File: src/rtl/edsac_sram_store.sv
// EDSAC 1024 x 18-bit main store served from a 16-bit async SRAM, two halfwords per word.
// Fixed-length access: req accepted in IDLE, ack after 2*WAIT_CYCLES+5 cycles; req ignored while busy.
module edsac_sram_store #(
  parameter int WAIT_CYCLES = 1
) (
  input  logic        clk,
  input  logic        rst,
  input  logic        req,
  input  logic        we,
  input  logic [9:0]  addr,
  input  logic [17:0] wdata,
  output logic [17:0] rdata,
  output logic        ack,
  output logic        busy,
  output logic [18:0] sram_adr,
  output logic [15:0] sram_dat_out,
  output logic        sram_dat_oe,
  input  logic [15:0] sram_dat_in,
  output logic        sram_cs_n,
  output logic        sram_oe_n,
  output logic        sram_we_n
);

  localparam logic [2:0] IDLE = 3'd0;
  localparam logic [2:0] LO   = 3'd1;
  localparam logic [2:0] GAP1 = 3'd2;
  localparam logic [2:0] HI   = 3'd3;
  localparam logic [2:0] GAP2 = 3'd4;
  localparam logic [2:0] DONE = 3'd5;

  localparam int CW = (WAIT_CYCLES < 2) ? 1 : $clog2(WAIT_CYCLES + 1);
  localparam logic [CW-1:0] CNT_LOAD = CW'(WAIT_CYCLES);

  logic [2:0]    state_q, state_d;
  logic [CW-1:0] cnt_q, cnt_d;
  logic          we_q, we_d;
  logic [9:0]    addr_q, addr_d;
  logic [17:0]   wdata_q, wdata_d;
  logic [17:0]   rdata_q, rdata_d;
  logic [18:0]   adr_q, adr_d;
  logic [15:0]   dout_q, dout_d;
  logic          doe_q, doe_d;
  logic          cs_n_q, cs_n_d;
  logic          oe_n_q, oe_n_d;
  logic          we_n_q, we_n_d;
  logic          phase_d, half_d, strobe_d;

  always_comb begin
    state_d = state_q;
    cnt_d   = cnt_q;
    we_d    = we_q;
    addr_d  = addr_q;
    wdata_d = wdata_q;
    rdata_d = rdata_q;
    case (state_q)
      IDLE: if (req) begin
        state_d = LO;
        cnt_d   = CNT_LOAD;
        we_d    = we;
        addr_d  = addr;
        wdata_d = wdata;
      end
      LO: if (cnt_q == '0) begin
        state_d = GAP1;
        if (!we_q) rdata_d[15:0] = sram_dat_in;
      end else begin
        cnt_d = cnt_q - 1'b1;
      end
      GAP1: begin
        state_d = HI;
        cnt_d   = CNT_LOAD;
      end
      // Only the sandwich digit and top data bit live in the high halfword.
      HI: if (cnt_q == '0) begin
        state_d = GAP2;
        if (!we_q) rdata_d[17:16] = sram_dat_in[1:0];
      end else begin
        cnt_d = cnt_q - 1'b1;
      end
      GAP2:    state_d = DONE;
      DONE:    state_d = IDLE;
      default: state_d = IDLE;
    endcase
  end

  // Pin values are decoded from the next state so every SRAM pin comes straight off a flop.
  always_comb begin
    phase_d  = (state_d == LO) || (state_d == GAP1) || (state_d == HI) || (state_d == GAP2);
    half_d   = (state_d == HI) || (state_d == GAP2);
    strobe_d = (state_d == LO) || (state_d == HI);
    adr_d    = phase_d ? {8'b0, addr_d, half_d} : adr_q;
    cs_n_d   = !strobe_d;
    oe_n_d   = !(strobe_d && !we_d);
    we_n_d   = !(strobe_d && we_d);
    doe_d    = phase_d && we_d;
    dout_d   = dout_q;
    if (doe_d) dout_d = half_d ? {14'b0, wdata_d[17:16]} : wdata_d[15:0];
  end

  always_ff @(posedge clk) begin
    if (rst) begin
      state_q <= IDLE;
      cnt_q   <= '0;
      we_q    <= 1'b0;
      addr_q  <= '0;
      wdata_q <= '0;
      rdata_q <= '0;
      adr_q   <= '0;
      dout_q  <= '0;
      doe_q   <= 1'b0;
      cs_n_q  <= 1'b1;
      oe_n_q  <= 1'b1;
      we_n_q  <= 1'b1;
    end else begin
      state_q <= state_d;
      cnt_q   <= cnt_d;
      we_q    <= we_d;
      addr_q  <= addr_d;
      wdata_q <= wdata_d;
      rdata_q <= rdata_d;
      adr_q   <= adr_d;
      dout_q  <= dout_d;
      doe_q   <= doe_d;
      cs_n_q  <= cs_n_d;
      oe_n_q  <= oe_n_d;
      we_n_q  <= we_n_d;
    end
  end

  assign rdata        = rdata_q;
  assign ack          = (state_q == DONE);
  assign busy         = (state_q != IDLE);
  assign sram_adr     = adr_q;
  assign sram_dat_out = dout_q;
  assign sram_dat_oe  = doe_q;
  assign sram_cs_n    = cs_n_q;
  assign sram_oe_n    = oe_n_q;
  assign sram_we_n    = we_n_q;

endmodule

File: config.mk
export PLATFORM = sky130hd
export DESIGN_NAME = edsac_sram_store
export DESIGN_NICKNAME = d
export VERILOG_FILES = /design/src/rtl/edsac_sram_store.sv
export SDC_FILE = /design/constraint.sdc
export NUM_CORES = 1
export LEC_CHECK = 0
export BUFFER_PORTS_ARGS = -buffer_cell sky130_fd_sc_hd__buf_2
export CORE_MARGIN = 2
export CORE_UTILIZATION = 34
export DETAILED_ROUTE_END_ITERATION = 16
export MAX_ROUTING_LAYER = met4
export PLACE_DENSITY = 0.68
export SLEW_MARGIN = 20
export SYNTH_ARGS = -nofsm -noshare
export SYNTH_HDL_FRONTEND = slang
export SYNTH_SLANG_ARGS = --single-unit
File: constraint.sdc
create_clock -name clk -period 1.9 [get_ports clk]
set_clock_uncertainty 0.05 [all_clocks]
set_input_delay 0.095 -clock clk [delete_from_list [all_inputs] [get_ports clk]]
set_output_delay 0.095 -clock clk [all_outputs]
set_load 0.005 [all_outputs]
==> run metrics, run 1 <==
status=complete, no violations; GRT Max-Usage Layer=met2; Crit Path Class=register to register; diodes inserted=0; post-synthesis cell area=3140 µm²; TritonCTS clock tree=yes; share of post-route cells with drive strength above 1=0.280; crit path time final=1780 ps; clk buf depth=2; post-CTS setup buffer count=0; # fillers=864; total power=4220 µW; Die Y=100 µm; Max IR drop VDD=0.480 mV; hold crit path type=primary input to register; Data arrival, critical path=1980 ps; prevailing post-synth register cell=dfxtp_1; Antenna Nets Post-Route=0; post-synth cell types=36; syn avg cell area=9.44 µm²; Worst-Margin Slew=664 ps; LEAKAGE=0.00187 µW; WHS=14.9 ps; share of the yosys chip area belonging to registers=0.522; Clock Sinks=82; count of buffers from port buffering=98; pre-CTS WS=41.1 ps; M2 GR Usage=0.282; Post-Place Cells=523; final max-slew violation count=0; Max transition margin=0.557; crit-path max FO=18; EDFF count, synth=0; grt ovf=0; gp weighted congestion=0.787; CTS H-tree depth=3; wire per inst=13.7 µm; Nets=514; # rows=35; Hold Fails Final Rpt=0; pwr dens=974 nW/µm²; clk_lat worst skew=350 ps; Max Freq=0.561 GHz; Initial Util=0.345; hold depth=3; number of CTS-inserted buffers=9; Critical Path Sink Type=register; first-pass GRT wire length=13000 µm; DPL Wire Length=5260 µm; core area=9110 µm²; final setup fails=0; worst r2r path cells=3; DRC=0; DR iter-0 viols=108; fin crit share=0.939; Synth Instances=333; RSZ-0062 raised after global routing=no; DRT Pass-1 Iters=4; Critical Path Source Type=register; die footprint=10000 µm²; non-filler cells, final=582; vias=2826; fin worst setup slack=116 ps; initial antenna violation count=0; met1 Resource Use GR=0.197; Yosys reg bits=82; Max-Cap Viols=0; # IOs=107; async set or reset register ratio after synthesis=0; Total GRT Usage=0.168; Setup TNS=0 ps; Synth warnings=0; Die Wd=100 µm; Clk pin slew, worst setup/hold paths=90 ps; largest net degree at the start of global routing=29; worst endpoint required time=2100 ps; Layout area overhead=37.8%; DR vias/cell=4.86; M3 GR Usage=0.0411; vias in the first global route=2731; Routed WL=7990 µm; root buffer selected by CTS=clkbuf_8
cell families (layout without fill, tap and decap cells):
logic type             Yosys count  in the layout  share of synthesized area
buffers and inverters           53            184                     0.0808
flip-flops                      82             82                      0.522
other                            1              8                    0.00119
AND/OR/NAND/NOR                 82             82                      0.138
XOR/XNOR                         1              1                    0.00279
multiplexers                    25             25                     0.0796
AO/OA/AOI/OAI                   89             89                      0.176
critical path, stage by stage, from the launching register on:
cell and delay [ps]:
dfxtp_1 710, nor3_1 170, or4_1 540, or2_1 220
registers in the layout, summed over array words and instances, names as in the netlist:
| register | cells |
|---|---|
| wdata_q | 18 |
| rdata | 18 |
| sram_oe_n | 1 |
| sram_cs_n | 1 |
| sram_dat_out | 16 |
| sram_adr | 11 |
| cnt_q | 1 |
| state_q | 3 |
| sram_we_n | 1 |
| we_q | 1 |
| sram_dat_oe | 1 |
| addr_q | 10 |
repair_timing:
item                                   CTS  global route
setup endpoints to repair                0            18
hold buffers                            43             0
resized for setup                        0             4
endpoints found under the hold margin   51             0
placed cells by master, fill, tap and decap left out, drive strengths merged, types with 2 or more instances in the layout:
master,Yosys,routed
buf,19,108
dfxtp,82,82
dlygate4sd3,0,43
a21oi,36,36
nor2,31,31
mux2i,25,25
o21ai,21,21
inv,17,17
nand3,17,17
o32ai,16,16
nand2,12,12
a211oi,12,12
clkbuf,17,10
conb,1,8
clkinv,0,5
or3,3,3
nor3,3,3
or3b,3,3
nand4bb,2,2
and3b,2,2
or2,2,2
per-layer routing:
metal | part of all wire | wire length [µm]
met1 | 0.44 | 3530
met2 | 0.50 | 3970
met3 | 0.047 | 372
met4 | 0.015 | 119
met5 | 0 | 0
power breakdown:
part | internal (µW) | switching [µW]
logic | 430 | 487
registers | 1900 | 116
clock network | 645 | 640
metrics by stage:
stage,cell area (µm²),utilization
after floorplan,3170,-
after global placement,3680,0.405
after detailed placement,3680,0.405
after CTS,4320,0.474
after global routing,4330,0.476
final,4330,0.476
final timing paths:
check / startpoint / endpoint / slack [ps]
max: state_q[1]$_SDFF_PP0_ / sram_we_n$_SDFF_PP1_ / 120
min: wdata[8] / sram_dat_out[8]$_SDFFE_PP0P_ / 10
max reg2reg: state_q[1]$_SDFF_PP0_ / sram_we_n$_SDFF_PP1_ / 120
min reg2reg: wdata_q[17]$_SDFF_PP0_ / wdata_q[17]$_SDFF_PP0_ / 410
area by class of cell:
| class | count | area (µm²) | area share |
|---|---|---|---|
| tap | 111 | 139 | 0.0320 |
| inverter | 17 | 63.8 | 0.0147 |
| timing repair buffer | 151 | 1000 | 0.232 |
| multi-input combinational | 205 | 1280 | 0.296 |
| clock buffer | 10 | 138 | 0.0318 |
| clock inverter | 6 | 66.3 | 0.0153 |
| sequential | 82 | 1640 | 0.379 |
synthesized netlist by cell type (all sizes together), types with 2 or more instances:
library cell,instances,share of area
buf,19,0.040
a211oi,12,0.029
mux2i,25,0.080
nand3,17,0.027
a21oi,36,0.057
nand2,12,0.014
nor3,3,0.0048
o32ai,16,0.045
dfxtp,82,0.52
or2,2,0.0040
nand4bb,2,0.0072
o21ai,21,0.033
nor2,31,0.037
or3b,3,0.0084
and3b,2,0.0056
clkbuf,17,0.020
or3,3,0.0060
inv,17,0.020
Power figures use the tool's default switching activity.
==> run 2: changes to the inputs <==
--- a/config.mk
+++ b/config.mk
@@ -7,2 +7,3 @@
 export LEC_CHECK = 0
+export ABC_CLOCK_PERIOD_IN_PS = 1900
 export BUFFER_PORTS_ARGS = -buffer_cell sky130_fd_sc_hd__buf_2
==> constraint.sdc (replaced) <==
create_clock -name clk -period 1.9 [get_ports clk]
set_clock_uncertainty 0.05 [all_clocks]
set_input_delay 0.19 -clock clk [delete_from_list [all_inputs] [get_ports clk]]
set_output_delay 0.19 -clock clk [all_outputs]
set_load 0.005 [all_outputs]
==> run 2 against run 1 <==
Final area shrank 9.9%. Register-to-register slack hardly changed. Clock-buffer cell count is the same. Worst setup slack worse by 4.7 ps. Sequential power hardly changed. Critical endpoint is now busy. Via count fell by 5.7%. Wire length down 6.7%. Highest routed layer unchanged. Cell count is 7.4% lower. Clock power about the same. Combinational power decreased by 8.2%. Largest cell class unchanged. Total power shrank 1.7%. Critical path type is now register to primary output. Global-route usage is 1.0 points lower.
==> run metrics, run 2 (synthesis results as in run 1) <==
clock power share=0.310; vias in the first global route=2518; DR vias/cell=4.94; final setup fails=0; # IOs=107; Flop pwr share=0.487; CTS H-tree depth=3; crit path cell chain=buf_4 > or3_1 > buf_2; Total GRT Usage=0.158; first-pass GRT wire length=12100 µm; DRC=0; clk buf depth=2; commonest non-fill, non-tap cell in the layout=buf_2; Layout Utilization=0.429; Antenna Nets Post-Route=0; Logic pwr share=0.203; initial antenna violation count=0; Layout area overhead=24.2%; Post-Place Cells=523; count of buffers from port buffering=98; worst endpoint required time=1660 ps; Setup TNS=0 ps; DRT Pass-1 Iters=4; worst reg-to-reg setup slack=110 ps; Worst R2R Start=state_q[1]$_SDFF_PP0_; Data arrival, critical path=1550 ps; share of post-route cells with drive strength above 1=0.308; CP max stage delay=440 ps; diodes inserted=0; Top Family by Delay on Critical Path=flip-flops; WHS=25.4 ps; clk_lat worst skew=350 ps; Clk pin slew, worst setup/hold paths=90 ps; vias=2664; status=complete, no violations; Crit path depth=3; slowest library cell on the worst path=dfxtp_1; RSZ-0062 raised after global routing=no; wire per inst=13.8 µm; Nets=471; Crit Path Class=register to primary output; Max IR drop VDD=0.467 mV; number of CTS-inserted buffers=9; Max Freq=0.559 GHz; Sw Share=0.296; core area=9110 µm²; grt ovf=0; # rows=35; worst r2r path cells=3; Pint=2920 µW; crit path to=busy; most frequent cells in the layout=buf_2 (98), dfxtp_1 (82), a21oi_1 (36); largest net degree at the start of global routing=29; TritonCTS clock tree=yes; Max-Cap Viols=0; Worst Setup SP=state_q[2]$_SDFF_PP0_; Worst-Margin Slew=658 ps; Critical Path Sink Type=primary output; Critical Path Source Type=register; Routed WL=7460 µm; crit-path max FO=11; gp weighted congestion=0.787; Buf/Inv on CP=2; Psw=1230 µW; crit path time final=1790 ps; die footprint=10000 µm²; Initial Util=0.345; CTS hold repair buffers=0; total power=4150 µW; Die Wd=100 µm; root buffer selected by CTS=clkbuf_8; Clock Sinks=82; worst r2r dst=sram_we_n$_SDFF_PP1_; Die Y=100 µm; hold crit path type=primary input to register; non-filler cells, final=539; Max transition margin=0.561; Hold Fails Final Rpt=0; LEAKAGE=0.00170 µW; fin crit share=0.941; final max-slew violation count=0; pwr dens=1060 nW/µm²; DR iter-0 viols=111; DPL Wire Length=5260 µm
run 2: worst register-to-register path: cells and delay by family, from the launching register on:
kind	cells	cell delay (ps)
flops	1	710
simple gates	3	930
run 2: cell type report:
| class | instances | area (µm²) |
|---|---|---|
| Tap cell | 111 | 139 |
| Multi-Input combinational cell | 205 | 1280 |
| Fill cell | 912 | 5200 |
| Clock buffer | 10 | 138 |
| Timing Repair Buffer | 108 | 573 |
| Sequential cell | 82 | 1640 |
| Clock inverter | 6 | 66.3 |
| Inverter | 17 | 63.8 |
run 2: metrics by stage:
step	area, µm²	setup slack, ps
after CTS	3890	25.3
final	3900	111
after floorplan	3170	316
after global routing	3900	8.05
after detailed placement	3680	41.1
after global placement	3680	136
run 2: power groups by stage:
stage | Sequential [µW] | Clock [µW] | Combinational (µW)
after floorplan | 2030 | 0 | 584
after global placement | 2050 | 0 | 828
after detailed placement | 2060 | 0 | 847
after CTS | 2020 | 1320 | 848
after global routing | 2040 | 1400 | 956
final | 2020 | 1290 | 843
run 2: timing repair:
| item | 4_1_cts | 5_1_grt |
|---|---|---|
| endpoints found under the setup margin | 0 | 16 |
| buffers inserted | 0 | 0 |
| gates resized for setup | 0 | 4 |
run 2: worst min-delay path by stage:
stage / from / endpoint / slack, ps / cells after the start
floorplan: wdata[16] / wdata_q[16]$_SDFF_PP0_ / 280 / 2
global placement: wdata[17] / wdata_q[17]$_SDFF_PP0_ / 390 / 3
detailed placement: wdata[17] / wdata_q[17]$_SDFF_PP0_ / 400 / 3
CTS: wdata[17] / wdata_q[17]$_SDFF_PP0_ / 20 / 3
global route: wdata[1] / wdata_q[1]$_SDFF_PP0_ / 20 / 3
finish: wdata[17] / wdata_q[17]$_SDFF_PP0_ / 30 / 3
run 2: routing by layer:
metal,track usage,part of all wire,vias to the layer above
li1,-,-,1340
met1,0.190,0.45,1244
met2,0.252,0.48,69
met3,0.0411,0.055,11
met4,0.0622,0.016,0
met5,-,0,-
